<file path="src/rtl/ara_fpga_rst_ctrl.sv">
// -----------------------------------------------------------------------------
// ara_fpga_rst_ctrl
//
// Reset sequencer for the Ara FPGA top level. It produces the debug-module
// reset and the SoC/UART reset in a staged order:
//   1. the PLL lock must be stable for LockHoldCycles cycles,
//   2. the debug module then leaves reset,
//   3. SocRstCycles cycles later the SoC leaves reset.
// An ndmreset request from the debug module puts only the SoC back into reset
// and stretches it to at least NdmMinCycles. The debug module keeps its state.
//
// Optional feature (macro ARA_FPGA_RST_LOCKMON_EN):
//   When defined, losing PLL lock after the debug module has been released
//   drops both resets and restarts the whole sequence (cause = 2).
//   When undefined, lock is only observed while waiting for the first lock.
//
// Ports:
//   clk_i        in   core clock (post-PLL BUFG)
//   rst_ni       in   asynchronous active-low board reset
//   pll_locked_i in   PLL LOCKED, asynchronous to clk_i (synchronized here)
//   ndmreset_i   in   debug-module ndmreset, synchronous to clk_i, active-high
//   dm_rst_no    out  active-low reset to dm_top
//   soc_rst_no   out  active-low reset to ara_soc and uart
//   rst_done_o   out  high while in RUN
//   state_o      out  current FSM state (0 WAIT_LOCK .. 4 NDM)
//   rst_cause_o  out  last cause: 0 board/power-on, 1 ndmreset, 2 PLL lock loss
// -----------------------------------------------------------------------------
module ara_fpga_rst_ctrl #(
    parameter int SyncStages     = 2,
    parameter int LockHoldCycles = 1024,
    parameter int SocRstCycles   = 64,
    parameter int NdmMinCycles   = 32
) (
    input  logic       clk_i,
    input  logic       rst_ni,
    input  logic       pll_locked_i,
    input  logic       ndmreset_i,
    output logic       dm_rst_no,
    output logic       soc_rst_no,
    output logic       rst_done_o,
    output logic [2:0] state_o,
    output logic [1:0] rst_cause_o
);

    localparam int MaxLs     = (LockHoldCycles > SocRstCycles) ? LockHoldCycles : SocRstCycles;
    localparam int MaxCycles = (MaxLs > NdmMinCycles) ? MaxLs : NdmMinCycles;
    localparam int CntW      = $clog2(MaxCycles) + 1;

    localparam logic [CntW-1:0] LockLast = CntW'(LockHoldCycles - 1);
    localparam logic [CntW-1:0] SocLast  = CntW'(SocRstCycles - 1);
    localparam logic [CntW-1:0] NdmLast  = CntW'(NdmMinCycles - 1);

    typedef enum logic [2:0] {
        WAIT_LOCK = 3'd0,
        LOCK_HOLD = 3'd1,
        SOC_HOLD  = 3'd2,
        RUN       = 3'd3,
        NDM       = 3'd4
    } state_e;

    state_e                state_q, state_d;
    logic [CntW-1:0]       cnt_q, cnt_d;
    logic [SyncStages-1:0] sync_q, sync_d;
    logic [1:0]            cause_q, cause_d;
    logic                  dm_rst_n_q, dm_rst_n_d;
    logic                  soc_rst_n_q, soc_rst_n_d;
    logic                  rst_done_q, rst_done_d;

    logic lock_s;
    logic lock_lost;
    logic cnt_inc;
    logic lock_drop;

    // PLL lock synchronizer: lock_s is the oldest stage.
    always_comb begin
        sync_d = {sync_q[SyncStages-2:0], pll_locked_i};
    end

    assign lock_s = sync_q[SyncStages-1];

`ifdef ARA_FPGA_RST_LOCKMON_EN
    assign lock_lost = ~lock_s;
`else
    // Lock is ignored once the debug module is out of reset.
    assign lock_lost = 1'b0;
`endif

    always_comb begin
        state_d   = state_q;
        cnt_inc   = 1'b0;
        lock_drop = 1'b0;
        cause_d   = cause_q;

        // Priority inside each state: lock loss, then ndmreset, then count.
        case (state_q)
            WAIT_LOCK: begin
                if (lock_s) state_d = LOCK_HOLD;
            end
            LOCK_HOLD: begin
                if (!lock_s)                state_d = WAIT_LOCK;
                else if (cnt_q == LockLast) state_d = SOC_HOLD;
                else                        cnt_inc = 1'b1;
            end
            SOC_HOLD: begin
                if (lock_lost) begin
                    state_d   = WAIT_LOCK;
                    lock_drop = 1'b1;
                end else if (ndmreset_i) begin
                    state_d = NDM;
                end else if (cnt_q == SocLast) begin
                    state_d = RUN;
                end else begin
                    cnt_inc = 1'b1;
                end
            end
            RUN: begin
                if (lock_lost) begin
                    state_d   = WAIT_LOCK;
                    lock_drop = 1'b1;
                end else if (ndmreset_i) begin
                    state_d = NDM;
                end
            end
            NDM: begin
                if (lock_lost) begin
                    state_d   = WAIT_LOCK;
                    lock_drop = 1'b1;
                end else if (!ndmreset_i && (cnt_q >= NdmLast)) begin
                    state_d = SOC_HOLD;
                end else begin
                    cnt_inc = 1'b1;
                end
            end
            default: begin
                // Illegal encodings recover with both resets asserted.
                state_d = WAIT_LOCK;
            end
        endcase

        // Counter restarts on every transition and saturates at all-ones.
        if (state_d != state_q)           cnt_d = '0;
        else if (cnt_inc && (cnt_q != '1)) cnt_d = cnt_q + 1'b1;
        else                               cnt_d = cnt_q;

        if (lock_drop)                                 cause_d = 2'd2;
        else if ((state_d == NDM) && (state_q != NDM)) cause_d = 2'd1;

        // Outputs follow the next state so they switch on the transition edge.
        dm_rst_n_d  = (state_d == SOC_HOLD) || (state_d == RUN) || (state_d == NDM);
        soc_rst_n_d = (state_d == RUN);
        rst_done_d  = (state_d == RUN);
    end

    always_ff @(posedge clk_i or negedge rst_ni) begin
        if (!rst_ni) begin
            state_q     <= WAIT_LOCK;
            cnt_q       <= '0;
            sync_q      <= '0;
            cause_q     <= 2'd0;
            dm_rst_n_q  <= 1'b0;
            soc_rst_n_q <= 1'b0;
            rst_done_q  <= 1'b0;
        end else begin
            state_q     <= state_d;
            cnt_q       <= cnt_d;
            sync_q      <= sync_d;
            cause_q     <= cause_d;
            dm_rst_n_q  <= dm_rst_n_d;
            soc_rst_n_q <= soc_rst_n_d;
            rst_done_q  <= rst_done_d;
        end
    end

    assign dm_rst_no   = dm_rst_n_q;
    assign soc_rst_no  = soc_rst_n_q;
    assign rst_done_o  = rst_done_q;
    assign state_o     = state_q;
    assign rst_cause_o = cause_q;

endmodule

</file>
<file path="config.mk">
export PLATFORM = sky130hd
export DESIGN_NAME = ara_fpga_rst_ctrl
export DESIGN_NICKNAME = d
export VERILOG_FILES = /design/src/rtl/ara_fpga_rst_ctrl.sv
export SDC_FILE = /design/constraint.sdc
export NUM_CORES = 1
export LEC_CHECK = 0
export CORE_MARGIN = 10
export CORE_UTILIZATION = 62
export CTS_BUF_LIST = sky130_fd_sc_hd__clkbuf_4 sky130_fd_sc_hd__clkbuf_8
export DETAILED_ROUTE_END_ITERATION = 16
export PLACE_DENSITY = 0.86
export SLEW_MARGIN = 0
export SYNTH_ARGS = -nofsm -noshare
export SYNTH_HDL_FRONTEND = slang
export SYNTH_SLANG_ARGS = --single-unit
</file>
<file path="constraint.sdc">
create_clock -name clk_i -period 4 [get_ports clk_i]
set_input_delay 1 -clock clk_i [delete_from_list [all_inputs] [get_ports clk_i]]
set_output_delay 1 -clock clk_i [all_outputs]
set_load 0.03 [all_outputs]
</file>
==> summary.md <==
| Metric | Value |
|---|---|
| Cell depth of the worst flop-to-flop path | `6` |
| DR vias | `844` |
| Starting Density | `65.20%` |
| Primary FF master, synth | `dfrtp_1` |
| Ranking of synthesized cells by area | `dfrtp_1, xnor2_1, nor2_1, a2111oi_4, a211oi_1` |
| Synth cell types | `42` |
| Die height | `62.38 um` |
| Final Slew Violations | `0` |
| Post-Synthesis Cell Area | `1114 um2` |
| Post-Place Worst Slack | `1.014 ns` |
| Cells after DPL | `140` |
| Vias in the first global route | `851` |
| P_leak | `0.4633 nW` |
| FF-to-FF Start | `cnt_q[0]$_DFFE_PN0P_` |
| CTS tree | `yes` |
| Crit Path Category | `primary input to flop` |
| Warnings from Yosys | `0` |
| Largest area contributor in the netlist | `dfrtp_1` |
| Final hold violation count | `0` |
| Worst hold slack | `0.3591 ns` |
| DRT Pass-1 Iters | `4` |
| Seq/Total Area, Yosys | `42.70%` |
| IO buf count | `10` |
| Reg2reg setup slack | `1.72 ns` |
| Layout net count | `125` |
| CP top delay family | `compound AO/OA/AOI/OAI gates` |
| Run status | `completed` |
| Worst slew pin tran | `0.8239 ns` |
| Post-CTS Setup Bufs | `0` |
| Post-DP HPWL | `1618 um` |
| CP peak stage delay | `0.49 ns` |
| Post-synth top area share | `42.70%` |
| Async set or reset register ratio after synthesis | `100.0%` |
| Worst skew pair latency | `0.30 ns` |
| Worst Hold Path EP | `sync_q[1]$_DFF_PN0_` |
| Final WS setup | `1.320 ns` |
| GPL Wtd Cong | `0.7910` |
| Maximum VDD drop | `0.0002324 V` |
| R2r endpoint | `cnt_q[9]$_DFFE_PN0P_` |
| # resized after CTS | `0` |
| Via density | `5.861` |
| Antenna violations before repair | `0` |
| Die W | `62.38 um` |
| #FFs+latches synth | `19` |
| Crit path DAT | `2.86 ns` |
| Post-synth EDFFs | `0` |
| Crit start category | `primary input` |
| WHS Path Cells | `0` |
| CTS Hold Bufs | `0` |
| Tot Pwr | `0.0003370 W` |
| Die area | `3891 um2` |
| CTS buffer count | `3` |
| CP max stage cell | `clkdlybuf4s50_1` |
| Wire length per cell | `14.78 um` |
| Max Freq | `0.3731 GHz` |
| Hold WC Path Type | `flop to flop` |
| Post-synthesis net count | `115` |
| Crit path cell chain | `clkdlybuf4s50_1 > nor3b_1 > nand2_1 > o32a_4 > a2111oi_4 > xnor2_1 > nor2_1` |
| CP Buf/Inv Count | `1` |
| Syn Area/Cell | `10.12 um2` |
| Total GRT Usage | `11.56%` |
| Final WL | `2129 um` |
| Worst EP required | `4.18 ns` |
| Number of H-tree levels | `1` |
| Antenna fix cells | `0` |
| Max cap viols | `0` |
| Row cnt | `15` |
| ANT nets after route | `0` |
| Final Non-Filler Cells | `144` |
| HP Start | `sync_q[0]$_DFF_PN0_` |
| CTS clk-pin slew, worst paths | `0.10 ns` |
| Largest net degree at the start of global routing | `20` |
| CTS sink cnt | `19` |
| RSZ-0062 raised after global routing | `false` |
| Critical Path Fanout Max | `8` |
| Starting DRT DRC Count | `33` |
| Share of cells above drive strength 1 | `12.61%` |
| Root Buffer | `clkbuf_4` |
| # DRC | `0` |
| Slew HR | `44.90%` |
| PwrDens | `272.6 nW/um2` |
| Global route total overflow | `0` |
| # IOs | `12` |
| CP startpoint | `ndmreset_i` |
| Area Overhead vs Synth | `11.01%` |
| Post-synth top cells | `dfrtp_1, nor2_1, nand2_1, xnor2_1, a21oi_1` |
| Final worst path period share | `67.01%` |
| Clk_skew | `0.004657 ns` |
| Minimum clock period | `2.680 ns` |
| Fin Setup TNS | `0 ns` |
| Post-Syn Instances | `110` |
| Most common cell in the netlist | `dfrtp_1` |
| Final setup viols | `0` |
| CORE AREA | `1708 um2` |
| CP endpoint kind | `flop` |
| First-pass GRT wire length | `3822 um` |
| Clock Path Buffers | `2` |
[cell families after synthesis]
group                      after synthesis  synth area share (%)
other                                    1                0.3368
and+or+nand+nor                         46                 21.35
DFF                                     19                 42.70
xor gates and xnor gates                 9                 7.079
buffers and inverters                    7                 4.157
adders and majority gates                1                 1.123
AOI/OAI and AO/OA                       26                 22.36
muxes                                    1                0.8989
[worst max path at each step]
stage	end	slack, ns	cells after the start
2_1_floorplan	cnt_q[7]$_DFFE_PN0P_	1.69	6
3_5_place_dp	cnt_q[9]$_DFFE_PN0P_	1.01	7
3_3_place_gp	cnt_q[9]$_DFFE_PN0P_	1.07	7
5_1_grt	cnt_q[1]$_DFFE_PN0P_	1.16	7
6_report	cnt_q[9]$_DFFE_PN0P_	1.32	7
4_1_cts	cnt_q[9]$_DFFE_PN0P_	1.32	7
[power by group]
group	switching (W)	leakage, nW	internal [W]	total, W
Combinational	0.0000216	0.189	0.0000126	0.0000342
Sequential	0.00000381	0.256	0.000196	0.000200
Clock	0.0000572	0.0184	0.0000457	0.000103
[placed cells by master (no fill, tap or decap), types with 2 or more instances in the layout]
cell / n
inv_1: 2
nand3_1: 3
dfrtp_1: 19
clkdlybuf4s50_1: 10
nor3_1: 2
a2111oi_4: 2
nor2_1: 16
xnor2_1: 9
nand2_1: 9
a211oi_1: 5
o21ai_0: 3
clkbuf_4: 4
a21oi_1: 6
and2_1: 2
[final cells by class]
cell class | instances | area (um2)
fillers | 128 | 471.7
clock buffers | 4 | 30.03
repair buffers | 10 | 100.1
flip-flops and latches | 19 | 475.5
inverters | 2 | 7.507
multi-input cells | 84 | 591.8
well taps | 25 | 31.28
[flip-flops by register name (all words and copies together), names as in the netlist]
signal / cells
cnt_q: 11
state_o: 3
sync_q: 2
dm_rst_no: 1
rst_cause_o: 1
rst_done_o: 1
[per-layer routing]
layer | routed length (um) | up-vias | GRT usage, %
met2 | 1035 | 20 | 17.95
met1 | 966 | 414 | 14.96
met3 | 80 | 5 | 2.509
li1 | - | 405 | -
met5 | 0 | - | 0
met4 | 46 | 0 | 5.028
[per-stage QoR]
stage,utilization (%),instance area (um2)
3_3_place_gp,70.62,1206
5_1_grt,72.38,1236
2_1_floorplan,-,1114
6_report,72.38,1236
3_5_place_dp,70.62,1206
4_1_cts,72.38,1236
Power figures use the tool's default switching activity.
